## src/rtl/fifo_wptr_full.sv

```systemverilog
// fifo_wptr_full
// Write-domain half of an asynchronous FIFO. It owns the binary and Gray
// write pointers and turns the synchronized read pointer into Full,
// Almost_Full, a pessimistic fill count and a sticky overflow flag.
// All status flags are computed from next-state pointer values. This lets
// them assert on the same edge as the write that causes them.

module fifo_wptr_full #(
  parameter int WIDTH    = 8,
  parameter int AF_LEVEL = 252
) (
  input  logic             CLK,
  input  logic             RST_n,
  input  logic             W_Inc,
  input  logic             Clr_Ovf,
  input  logic [WIDTH:0]   RQ2_Ptr,
  output logic [WIDTH-1:0] W_Addr,
  output logic             W_En,
  output logic [WIDTH:0]   W_Ptr,
  output logic             Full,
  output logic             Almost_Full,
  output logic [WIDTH:0]   W_Count,
  output logic             Overflow
);

  // Threshold and increment sized to the pointer width so every compare
  // and add below stays width-matched.
  localparam logic [WIDTH:0] AfLevel = (WIDTH+1)'(AF_LEVEL);
  localparam logic [WIDTH:0] OneVal  = (WIDTH+1)'(1);

  logic [WIDTH:0] wbin_q;
  logic [WIDTH:0] wbin_d;
  logic [WIDTH:0] wgray_q;
  logic [WIDTH:0] wgray_d;
  logic [WIDTH:0] rbin;
  logic [WIDTH:0] fullCmp;
  logic [WIDTH:0] fill_d;
  logic [WIDTH:0] count_q;
  logic           full_q;
  logic           full_d;
  logic           almostFull_q;
  logic           almostFull_d;
  logic           overflow_q;
  logic           overflow_d;
  logic           ovfSet;

  // Write acceptance. Reset also gates the enable, so memory is never written during reset.
  always_comb begin
    W_En = W_Inc & ~full_q & RST_n;
  end

  // Next binary pointer and its Gray image. The Gray value is registered
  // directly, so the synchronizer only ever sees single-bit steps.
  always_comb begin
    wbin_d  = wbin_q + (W_En ? OneVal : '0);
    wgray_d = (wbin_d >> 1) ^ wbin_d;
  end

  // Gray-to-binary of the synchronized read pointer. Each binary bit is
  // the XOR of all Gray bits at or above it.
  always_comb begin
    rbin = '0;
    for (int i = 0; i <= WIDTH; i++) begin
      rbin[i] = ^(RQ2_Ptr >> i);
    end
  end

  // Status next-state. The write pointer is exactly one lap ahead of the read pointer
  // when the two top Gray bits differ and the rest match.
  always_comb begin
    fullCmp      = {~RQ2_Ptr[WIDTH:WIDTH-1], RQ2_Ptr[WIDTH-2:0]};
    full_d       = (wgray_d == fullCmp);
    fill_d       = wbin_d - rbin;
    almostFull_d = (fill_d >= AfLevel);
  end

  // Sticky overflow. A rejected write sets it, and set beats a simultaneous clear.
  always_comb begin
    ovfSet     = W_Inc & full_q & RST_n;
    overflow_d = ovfSet | (overflow_q & ~Clr_Ovf);
  end

  // Pointer and status registers, with synchronous active-low reset.
  always_ff @(posedge CLK) begin
    if (!RST_n) begin
      wbin_q       <= '0;
      wgray_q      <= '0;
      full_q       <= 1'b0;
      almostFull_q <= 1'b0;
      count_q      <= '0;
      overflow_q   <= 1'b0;
    end else begin
      wbin_q       <= wbin_d;
      wgray_q      <= wgray_d;
      full_q       <= full_d;
      almostFull_q <= almostFull_d;
      count_q      <= fill_d;
      overflow_q   <= overflow_d;
    end
  end

  // Output wiring. Everything except W_En comes straight from a register.
  always_comb begin
    W_Addr      = wbin_q[WIDTH-1:0];
    W_Ptr       = wgray_q;
    Full        = full_q;
    Almost_Full = almostFull_q;
    W_Count     = count_q;
    Overflow    = overflow_q;
  end

endmodule

```

## config.mk

```make
export PLATFORM = sky130hd
export DESIGN_NAME = fifo_wptr_full
export DESIGN_NICKNAME = d
export VERILOG_FILES = /design/src/rtl/fifo_wptr_full.sv
export SDC_FILE = /design/constraint.sdc
export NUM_CORES = 1
export LEC_CHECK = 0
export BUFFER_PORTS_ARGS = -buffer_cell sky130_fd_sc_hd__buf_2
export CAP_MARGIN = 25
export CORE_ASPECT_RATIO = 0.5
export CORE_MARGIN = 5
export CORE_UTILIZATION = 48
export DETAILED_ROUTE_END_ITERATION = 8
export GPL_TIMING_DRIVEN = 0
export PLACE_DENSITY = 0.78
export RECOVER_POWER = 50
export SETUP_SLACK_MARGIN = 0.02
export SKIP_CTS_REPAIR_TIMING = 1
export SYNTH_ARGS = -nofsm -noshare
export SYNTH_HDL_FRONTEND = slang
export SYNTH_SLANG_ARGS = --single-unit
```

## constraint.sdc

```tcl
create_clock -name CLK -period 3.9 [get_ports CLK]
set_input_delay 0.78 -clock CLK [delete_from_list [all_inputs] [get_ports CLK]]
set_output_delay 0.78 -clock CLK [all_outputs]
set_load 0.005 [all_outputs]
```

==> After elaboration in Yosys (flattened, before gate mapping) <==
Index checks and enable logic that the tools add are counted.
{ "word_totals": {"word_cells": 30, "ff_bits": 30, "output_inout_bits": 30, "input_bits": 13} }
{ "classes": {"n_eq_ne": 1, "addsub": 2, "mux": 1, "reduce_logical": 9, "magnitude_cmp": 1, "bitwise": 10} }
{ "ops": {"columns": ["cell", "n"], "rows": [
  ["XOR reduction 9 bit", 9],
  ["adder 9 x 1 -> 9 bit", 1],
  ["equality test 9 bit", 1],
  ["greater-or-equal comparator 9 x 8 -> 1 bit, second input constant", 1],
  ["subtractor 9 bit", 1],
  ["XOR 8 x 9 -> 9 bit", 1],
  ["bitwise AND 1 bit", 5],
  ["inverter 1 bit", 2],
  ["inverter 2 bit", 1],
  ["2-to-1 mux 1 bit", 1],
  ["OR 1 bit", 1]
]} }

==> Longest topological paths before layout <==
Gate-level depths: netlist of run 1.
{ "depth": {"depth_word": 7, "depth_mapped": 17, "depth_no_buf": 16} }

==> Least setup slack after synthesis of run 1 <==
No wires, ideal clock.
{ "synth_timing": {"kind": "input to register", "startpoint": "input RQ2_Ptr[7]", "endpoint": "register almostFull_q (netlist: Almost_Full)", "setup_slack_ns": -0.038, "path_buffers": 0, "arrival_ns": 3.808, "setup_time_ns": 0.130, "path_stages": 14, "t_required_ns": 3.770, "path_cell_list": "xor3_2 -> xnor2_2 -> xnor2_1 -> xor2_1 -> xnor2_1 -> ha_1 -> fa_1 -> inv_1 -> nand2_1 -> maj3_2 -> o21a_4 -> o21ai_0 -> mux2i_1 -> o211ai_2"} }
{ "synth_via": {"elab_chain_len": 3, "word_cells_on_any_way": 10, "classes_between": "add/sub (1); order compare (1); reduce/logical (8)"} }
{ "synth_rtl": {"columns": ["item", "line", "source"], "rows": [
  ["start, declared", "16", "input logic [WIDTH:0] RQ2_Ptr,"],
  ["XOR reduction 9 bit", "64", "rbin[i] = ^(RQ2_Ptr >> i);"],
  ["subtractor 9 bit (*)", "73", "fill_d = wbin_d - rbin;"],
  ["greater-or-equal comparator 9 x 8 -> 1 bit (*)", "74", "almostFull_d = (fill_d >= AfLevel);"],
  ["end signal, assigned", "96", "almostFull_q <= almostFull_d;"],
  ["end, declared", "41", "logic almostFull_q;"]
]} }
Every way passes the cells marked *; elsewhere a longest branch is shown, timed or not.
A chain may end at the register's enable or synchronous reset.

==> Worst setup path after layout of run 1 <==
{ "layout_timing": {"startpoint": "input RQ2_Ptr[8]", "endpoint": "register almostFull_q (netlist: Almost_Full)"} }
Same word-level chain as after synthesis.

==> summary.md, run 1 <==
| Metric | Value |
|---|---|
| Min Hold Slack | 0.480 ns |
| Main combinational cell family by area after synthesis | XOR/XNOR gates |
| Seq pwr share | 0.360 |
| DRT Wirelength | 4420 um |
| Number of synthesis warnings | 0 |
| Cell area after synthesis | between 0.0015 and 0.002 mm2 |
| Async S/R FF share, synth | 0 |
| CTS sink count | 29 |
| Nets | 282 |
| CTS tree | done |
| Reg clk slew, reported paths | 0.06 ns |
| Wire per inst | about 14 um |
| Req. time, crit path | 4.06 ns |
| CTS Buf Count | 5 |
| Number of inserted diodes | 0 |
| CP startpoint kind | primary input |
| Fmax | 267 MHz |
| Sw power | about 0.31 mW |
| Routed via count | between 1,500 and 2,000 |
| Die X | about 97 um |
| Fin crit share | 0.962 |
| Syn Inst Count | ~200 |
| Top Ports | 43 |
| Critical-path cell list | buf_2 > xor3_2 > xnor2_4 > xnor2_4 > xor2_2 > xnor2_1 > ha_2 > fa_2 > inv_2 > nand2_1 > maj3_2 > o21a_4 > o21ai_2 > mux2i_2 > o211ai_2 |
| Synth Area in XOR/XNOR | 0.210 |
| Share of layout cells above drive strength 1 | 0.232 |
| Worst Path Arrival | a little under 4 ns |
| Slowest CP cell | xor3_2 |
| Clock Skew | slightly above 0.01 ns |
| Clk buf depth | 2 |
| R2r setup slk | ~0.8 ns |
| Post-place instance area | 0.00212 mm2 |
| Final setup TNS | 0 ns |
| Hpwl dp | between 3000 and 4000 um |
| First-pass GRT wire length | 7210 um |
| Normalized max-slew margin | 0.563 |
| H-tree depth | 2 |
| Finished Core Util | 0.639 |
| Register bit total from synthesis | 29 |
| PD cells | slightly above 400 mW/mm2 |
| Rows | 15 |
| GPL Wtd Cong | about 0.8 |
| Final max-slew violation count | 0 |
| Complex-gate fraction of the synthesized area | 0.131 |
| Critical path class | in2reg |
| P_int | a little over 0.6 mW |
| Highest ir drop seen on vdd | about 0.2 mV |
| Switching Share | 0.334 |
| Final WS setup | between 0.1 and 0.15 ns |
| Crit end category | register |
| Vias per inst | between 5 and 6 |
| Initial core utilization | 0.516 |
| Vias in the first global route | between 1,500 and 2,000 |
| Initial drt markers | 57 |
| Pwr Total | a little over 0.9 mW |
| Simple-Gate Fraction of Synth Area | 0.208 |
| Die footprint | approximately 0.0052 mm2 |
| Top_reg_cell synth | dfxtp_1 |
| CTS root buf | clkbuf_8 |
| Die height | between 50 and 60 um |
| Non-Filler Instances | 310 |
| Cell mode on critical path | xnor2_4 |
| Final instance area | approximately 0.0023 mm2 |
| Area Overhead vs Synth | 23.9% |
| GRT Total Usage | 0.177 |
| Fin. Hold Viols | 0 |
| Router iterations before antenna repair | 4 |
| Final setup fails | 0 |
| Cells after DPL | ~300 |
| Drc violations | 0 |
| Syn Nets | 230 |
| Slowest stage delay, CP | 0.52 ns |
| Actual slew at the worst max-slew pin | 0.654 ns |
| Tmin final | 3.75 ns |
| Logic pwr share | 0.376 |
| Yosys cell types | between 40 and 50 |
| Total gr overflow | 0 |
| RSZ-0062 raised after global routing | yes |
| Post-Synth Adder-Cell Area | 0.0854 |
| Initial antenna violation count | 0 |
| Max Cap Viol | 0 |
| Clk network pwr share | 0.263 |
| Status | completed |
| Final ANT Viol Nets | 0 |
| Syn avg cell area | slightly below 9 um2 |
| Placement Setup Slack | -0.420 ns |
| CP Max Fanout | 4 |
| IO Port Bufs | 42 |
| P_leak | ~1 nW |
| Min-delay worst type | reg2reg |
| Post-synthesis sequential area ratio | 0.317 |
| Clk Latency, worst-skew pair | around 0.28 ns |
| Count of flip-flops with a built-in enable after synthesis | 0 |
| Largest net degree at the start of global routing | 11 |
| Core area | between 0.003 and 0.004 mm2 |
| Mux contribution to synthesized area | 0.0109 |
logic make-up (layout without fill, tap and decap cells):
group           after synthesis  count (layout)
compound gates               31              31
xor+xnor                     38              38
mux                           2               2
simple gates                 76              76
buf+inv                      18              71
flops                        29              29
fa+ha+maj                    12              12
sequential cells by signal, summed over array words and instances (netlist names):
signal,count
W_Count,9
W_Ptr,9
wbin_q,8
Almost_Full,1
Full,1
Overflow,1
power groups by stage:
stage	logic [mW]	clock network [mW]	registers, mW
after floorplan	0.229	0	0.343
after global placement	0.304	0	0.338
after detailed placement	0.314	0	0.339
after CTS	0.319	0.246	0.333
after global routing	0.386	0.262	0.336
final	0.348	0.243	0.333
layout by cell type, fill, tap and decap left out, types with 2 or more instances in the layout:
cell      instances
xnor2_1          23
nand2b_1          3
and3_1            7
dfxtp_1          29
and2_1            2
o21ai_0           3
a21o_1            2
nand3_1           7
nor3_1            6
xor2_2            2
buf_4             3
xnor3_1           2
clkbuf_8          5
xnor2_4           2
ha_2              2
nor2_1           22
inv_1            14
ha_1              8
a21oi_1           5
clkinv_2          2
clkbuf_1         16
xor2_1            7
nand2_1          15
a31oi_1           5
o211ai_1          3
buf_2            28
a211oi_1          2
Yosys cell counts, types with 3 or more instances:
cell,instances,share of area
a21oi_1,6,0.016
o211ai_1,3,0.012
a31oi_1,5,0.017
xnor2_1,25,0.12
ha_1,10,0.068
nor3_1,6,0.016
clkbuf_1,3,0.0062
nor2_1,23,0.047
o21ai_0,4,0.011
nand3_1,7,0.019
xor2_1,9,0.043
nand2b_1,3,0.010
dfxtp_1,29,0.32
and3_1,7,0.024
nand2_1,15,0.031
inv_1,15,0.031
worst max-delay path, delay by kind of cell:
kind	cells	cell delay, ns
AND/OR/NAND/NOR	1	0.06
buffers and inverters	2	0.18
multiplexers	1	0.28
adder cells (fa/ha/maj)	3	0.87
AO/OA/AOI/OAI	3	0.41
XOR/XNOR	5	1.31
final cells by class:
cell class / count / area (um2)
Fill cell: 315 / 1280
Multi-Input combinational cell: 159 / 1260
Sequential cell: 29 / 581
Timing Repair Buffer: 45 / 215
Clock buffer: 6 / 72.6
Tap cell: 51 / 63.8
Inverter: 15 / 56.3
Buffer: 3 / 12.5
Clock inverter: 2 / 10.0
routing by layer:
metal	share of wire	GRT usage	up-vias
li1	-	-	808
met1	0.46	0.212	740
met2	0.45	0.307	50
met3	0.078	0.0569	6
met4	0.013	0.0690	0
met5	0	0	-
final timing paths:
check / from / endpoint / cells past startpoint
worst min register to register: Overflow / Overflow / 2
worst max register to register: Full / W_Count[6] / 14
worst min-delay path: Overflow / Overflow / 2
worst max-delay path: RQ2_Ptr[8] / Almost_Full / 15
Power figures use the tool's default switching activity.
==> run 2, diff against run 1 <==
==> constraint.sdc (replaced) <==
create_clock -name CLK -period 3.41 [get_ports CLK]
set_input_delay 0.682 -clock CLK [delete_from_list [all_inputs] [get_ports CLK]]
set_output_delay 0.682 -clock CLK [all_outputs]
set_load 0.005 [all_outputs]
==> run 2 against run 1 <==
Net effect: highest routed layer unchanged; the flow now finishes with violations (setup timing); sequential share of layout area shrank 1.9 points; count of clock-buffer cells in the layout up 1; critical endpoint unchanged; setup slack lost 0.31 ns; final cell count rose by 2.9%; largest power group unchanged.
==> summary.md, run 2 (synthesized netlist as in run 1, its figures left out) <==
| Metric | Value |
|---|---|
| Status | finished, violations left |
| Failing checks | setup timing |
| P_leak | 1.08 nW (+6.6%) |
| Final WS setup | -0.155 ns (-0.305 ns) |
| Drc violations | 0 (unchanged) |
| GPL Wtd Cong | 0.796 (-0.25%) |
| Vias in the first global route | 1,587 (-0.63%) |
| PD cells | 494 mW/mm2 (+21%) |
| Clk Latency, worst-skew pair | 0.29 ns (about the same) |
| DRT Wirelength | 5050 um (+14%) |
| Initial antenna violation count | 0 (unchanged) |
| Total gr overflow | 0 (unchanged) |
| RSZ-0062 raised after global routing | yes |
| Final setup TNS | -0.243 ns (-0.243 ns) |
| Number of inserted diodes | 0 (unchanged) |
| Vias per inst | 5.30 (+2.4%) |
| Actual slew at the worst max-slew pin | 0.653 ns (-0.000408 ns) |
| Hpwl dp | 3330 um (about the same) |
| Final max-slew violation count | 0 (unchanged) |
| CTS sink count | 29 (unchanged) |
| H-tree depth | 2 (unchanged) |
| Clk network pwr share | 0.310 (+0.047) |
| CP startpoint kind | primary input |
| Min-delay worst type | reg2reg |
| Initial core utilization | 0.516 (unchanged) |
| Nets | 291 (+3.2%) |
| Switching Share | 0.315 (-0.0188) |
| Share of layout cells above drive strength 1 | 0.291 (+0.0594) |
| Max Cap Viol | 0 (unchanged) |
| Rows | 15 (unchanged) |
| Seq pwr share | 0.315 (-0.045) |
| Sw power | 0.380 mW (+23%) |
| CTS Buf Count | 5 (unchanged) |
| Routed via count | 1,691 (+5.4%) |
| Worst Path Arrival | 3.72 ns (-0.19 ns) |
| Initial drt markers | 122 (+110%) |
| Fin. Hold Viols | 0 (unchanged) |
| Fin crit share | 1.05 |
| Most frequent cells in the layout | 29 x dfxtp_1, 28 x buf_2, 21 x xnor2_1, 21 x nor2_1, 15 x clkbuf_1 |
| Router iterations before antenna repair | 4 (unchanged) |
| Pwr Total | 1.21 mW (+31%) |
| Wire per inst | 15.8 um (+11%) |
| Final instance area | 0.00244 mm2 (+7.8%) |
| Most common cell after layout, fill and taps aside | dfxtp_1 |
| Normalized max-slew margin | 0.563 (about the same) |
| CTS tree | done |
| Die height | 53.7 um (unchanged) |
| CTS root buf | clkbuf_8 |
| Req. time, crit path | 3.57 ns (-0.49 ns) |
| Logic pwr share | 0.375 (about the same) |
| Clk buf depth | 2 (unchanged) |
| Area Overhead vs Synth | 33.6% |
| Largest net degree at the start of global routing | 11 (unchanged) |
| Final ANT Viol Nets | 0 (unchanged) |
| Fmax | roughly 280 MHz |
| Top Ports | 43 (unchanged) |
| Core area | 0.00355 mm2 (unchanged) |
| Die X | 97.3 um (unchanged) |
| Crit end category | register |
| Clock Skew | 0.00782 ns (-0.00256 ns) |
| GRT Total Usage | 0.178 (+0.00105) |
| Critical path class | in2reg |
| Post-place instance area | 0.00214 mm2 (+0.59%) |
| Reg clk slew, reported paths | 0.06 ns (about the same) |
| Final setup fails | 2 (+2) |
| CP Max Fanout | 3 (-1) |
| P_int | 0.827 mW (+34%) |
| Die footprint | 0.00522 mm2 (unchanged) |
| IO Port Bufs | 42 (unchanged) |
| First-pass GRT wire length | 7210 um (unchanged) |
| Highest ir drop seen on vdd | 0.230 mV (+14%) |
| Tmin final | roughly 3.6 ns |
run 2: cell count changes in the layout (fill, tap and decap cells not counted), moves of 2 or more:
cell | before | now
buf_4 | 3 | 12
clkinv_2 | 2 | 0
ha_1 | 8 | 6
nor2_4 | 0 | 2
xnor2_1 | 23 | 21
xnor2_2 | 1 | 3
run 2: area by class of cell:
class / count / area (um2)
Buffer: 3 / 15.0
Clock buffer: 7 / 86.3
Clock inverter: 1 / 30.0
Fill cell: 257 / 1100
Inverter: 15 / 56.3
Multi-Input combinational cell: 159 / 1320
Sequential cell: 29 / 581
Tap cell: 51 / 63.8
Timing Repair Buffer: 54 / 294
run 2: path summary, 6_finish.rpt:
check / start / endpoint / slack (ns) / cells after the start
setup / recovery: RQ2_Ptr[7] / Almost_Full / -0.16 / 15
hold / removal: Overflow / Overflow / 0.48 / 2
setup reg to reg: Full / Almost_Full / 0.49 / 10
hold reg to reg: Overflow / Overflow / 0.48 / 2
run 2: through the flow:
step                cells  hold WS, ns  utilization  setup WS, ns
finish                319        0.480        0.689        -0.155
CTS                   307        0.487        0.635        -0.566
global route          319        0.534        0.689        -0.266
detailed placement    299        0.478        0.602        -0.775
global placement      299        0.454        0.602        -0.661
floorplan             206        0.461            -        -0.219
run 2: power groups by stage:
| stage | sequential (mW) | combinational, mW | clock (mW) |
|---|---|---|---|
| finish | 0.380 | 0.453 | 0.374 |
| floorplan | 0.393 | 0.271 | 0 |
| detailed placement | 0.386 | 0.378 | 0 |
| global placement | 0.386 | 0.357 | 0 |
| CTS | 0.380 | 0.382 | 0.374 |
| global route | 0.383 | 0.489 | 0.388 |
run 2: per-layer routing:
metal  GRT usage  up-vias  part of all wire
met1       0.208      778              0.42
li1            -      824                 -
met2       0.313       71              0.47
met5           0        -                 0
met4      0.0644        0             0.025
met3      0.0647       18             0.079
run 2: critical path, stage by stage:
cell	delay, ns
buf_8	0.08
xor3_2	0.49
xnor2_4	0.19
xnor2_2	0.22
xor2_2	0.21
xnor2_1	0.09
ha_2	0.20
fa_2	0.36
inv_2	0.08
nand2_2	0.06
maj3_2	0.34
o21a_4	0.15
o21ai_2	0.16
mux2i_2	0.28
o211ai_2	0.12
==> run 3, diff against run 2 <==
--- a/config.mk
+++ b/config.mk
@@ -7,12 +7,14 @@
 export LEC_CHECK = 0
 export BUFFER_PORTS_ARGS = -buffer_cell sky130_fd_sc_hd__buf_2
 export CAP_MARGIN = 25
+export CELL_PAD_IN_SITES_DETAIL_PLACEMENT = 1
+export CELL_PAD_IN_SITES_GLOBAL_PLACEMENT = 1
 export CORE_ASPECT_RATIO = 0.5
 export CORE_MARGIN = 5
-export CORE_UTILIZATION = 48
+export CORE_UTILIZATION = 36
 export DETAILED_ROUTE_END_ITERATION = 8
 export GPL_TIMING_DRIVEN = 0
-export PLACE_DENSITY = 0.78
+export PLACE_DENSITY = 0.79
 export RECOVER_POWER = 50
 export SETUP_SLACK_MARGIN = 0.02
 export SKIP_CTS_REPAIR_TIMING = 1
==> run 3 against run 2 <==
Net effect: via count grew 3.0%; design area grew 1.2%; clock skew grew 0.0010 ns; critical path type unchanged; the flow still finishes with violations (setup timing).
==> summary.md, run 3 (synthesized netlist as in run 1, its figures left out) <==
| Metric | Value |
|---|---|
| Routed via count | 1,741 (+3.0%) |
| Core area | 0.00493 mm2 (+39%) |
| Worst Path Arrival | 3.71 ns (about the same) |
| GPL Wtd Cong | 0.783 (-1.6%) |
| Most common cell after layout, fill and taps aside | dfxtp_1 |
| Fmax | 281 MHz (+0.28%) |
| Total gr overflow | 0 (unchanged) |
| Number of inserted diodes | 0 (unchanged) |
| DRT Wirelength | 6330 um (+25%) |
| GRT Total Usage | 0.151 (-0.0269) |
| Hpwl dp | 3800 um (+14%) |
| Clk buf depth | 2 (unchanged) |
| Initial drt markers | 51 (-58%) |
| Crit end category | register |
| CTS tree | done |
| Slowest stage delay, CP | 0.48 ns (about the same) |
| CP startpoint kind | primary input |
| Critical path class | in2reg |
| Initial core utilization | 0.371 (-0.145) |
| Normalized max-slew margin | 0.541 (-0.0225) |
| CTS sink count | 29 (unchanged) |
| First-pass GRT wire length | 8000 um (+11%) |
| Share of layout cells above drive strength 1 | 0.293 (+0.00219) |
| Actual slew at the worst max-slew pin | 0.687 ns (+0.0336 ns) |
| Final max-slew violation count | 0 (unchanged) |
| Final WS setup | -0.146 ns (+0.00990 ns) |
| Crit path max-delay family | XOR/XNOR gates |
| Die height | 60.4 um (+13%) |
| Clock Skew | 0.00886 ns (+0.00103 ns) |
| Rows | 18 (+3) |
| Min-delay worst type | reg2reg |
| Area Overhead vs Synth | 35.1% |
| Final ANT Viol Nets | 0 (unchanged) |
| Die footprint | 0.00670 mm2 (+28%) |
| Router iterations before antenna repair | 4 (unchanged) |
| CTS root buf | clkbuf_8 |
| Critical path buffers and inverters | 2 (unchanged) |
| Fin crit share | 1.04 (-0.00290) |
| PD cells | 489 mW/mm2 (-0.83%) |
| Vias per inst | 5.18 (-2.3%) |
| Wire per inst | 18.8 um (+19%) |
| H-tree depth | 2 (unchanged) |
| Critical-path cell list | buf_8 > xor3_2 > xnor2_4 > xnor2_4 > xor2_2 > xnor2_1 > ha_2 > fa_2 > inv_2 > nand2_2 > maj3_2 > o21a_4 > o21ai_4 > mux2i_2 > o211ai_2 |
| Tmin final | 3.56 ns (-0.00990 ns) |
| P_leak | 1.08 nW (-0.44%) |
| Drc violations | 0 (unchanged) |
| Cells after DPL | 318 (+6.4%) |
| Clk Latency, worst-skew pair | 0.29 ns (about the same) |
| Final setup fails | 5 (+3) |
| Initial antenna violation count | 0 (unchanged) |
| Failing checks | setup timing |
| Max Cap Viol | 0 (unchanged) |
| Nets | 289 (-0.69%) |
| Slowest CP cell | xor3_2 |
| Top Ports | 43 (unchanged) |
| Vias in the first global route | 1,680 (+5.9%) |
| Reg clk slew, reported paths | 0.07 ns (about the same) |
| Fillcell total | 573 (+120%) |
| CTS Buf Count | 5 (unchanged) |
| Req. time, crit path | 3.57 ns (about the same) |
| CP Max Fanout | 3 (unchanged) |
| Non-Filler Instances | 336 (+5.3%) |
| Most frequent cells in the layout | 29 x dfxtp_1, 28 x buf_2, 20 x xnor2_1, 20 x nor2_1 |
| Cell mode on critical path | xnor2_4 |
| Placement Setup Slack | -0.967 ns (-0.192 ns) |
| Fin. Hold Viols | 0 (unchanged) |
| Highest ir drop seen on vdd | 0.189 mV (-18%) |
| RSZ-0062 raised after global routing | yes |
| Status | finished, violations left |
| Largest net degree at the start of global routing | 11 (unchanged) |
| IO Port Bufs | 42 (unchanged) |
| Die X | 111 um (+14%) |
[run 3: metal layers]
| layer | vias to the layer above | global-route usage | part of all wire |
|---|---|---|---|
| met3 | 10 | 0.0428 | 0.046 |
| met1 | 863 | 0.176 | 0.44 |
| met4 | 0 | 0.0421 | 0.016 |
| met2 | 46 | 0.284 | 0.50 |
| li1 | 822 | - | - |
| met5 | - | 0 | 0 |
[run 3: worst paths after layout]
check / startpoint / end / slack, ns / depth (start not counted)
max: RQ2_Ptr[7] / Almost_Full / -0.15 / 15
min: Overflow / Overflow / 0.47 / 2
min reg2reg: Overflow / Overflow / 0.47 / 2
max reg2reg: Full / Almost_Full / 0.37 / 13
[run 3: area by class of cell]
cell class,count,area (um2),area share
clock inverter,1,30.0,0.0121
timing repair buffer,52,279,0.113
multi-input combinational,159,1340,0.541
buffer,3,15.0,0.00607
sequential,29,581,0.235
tap,70,87.6,0.0354
inverter,15,56.3,0.0228
clock buffer,7,86.3,0.0349
[run 3: power by group]
| part | internal [mW] | leakage, nW | switching (mW) |
|---|---|---|---|
| registers | 0.372 | 0.237 | 0.0102 |
| logic | 0.208 | 0.783 | 0.241 |
| clock network | 0.238 | 0.0585 | 0.142 |
[run 3: worst register-to-register path: stages (launching register included)]
cell and delay, ns:
dfxtp_1 0.43, nor2_4 0.08, ha_2 0.20, ha_4 0.18, nand2_1 0.10, nor2_2 0.06
xnor2_2 0.35, inv_2 0.12, ha_1 0.37, a21o_1 0.26, a31oi_1 0.31, o21ai_4 0.11
mux2i_2 0.23, o211ai_2 0.10
[run 3: stage by stage]
step / cell area, um2 / setup TNS [ns] / utilization / power [mW] / hold slack, ns
after floorplan: 1860 / -0.528 / - / 0.664 / 0.461
after global placement: 2160 / -3.73 / 0.438 / 0.748 / 0.453
after detailed placement: 2160 / -5.21 / 0.438 / 0.762 / 0.461
after CTS: 2280 / -3.21 / 0.461 / 1.14 / 0.472
after global routing: 2470 / -0.979 / 0.502 / 1.27 / 0.505
final: 2470 / -0.362 / 0.502 / 1.21 / 0.467
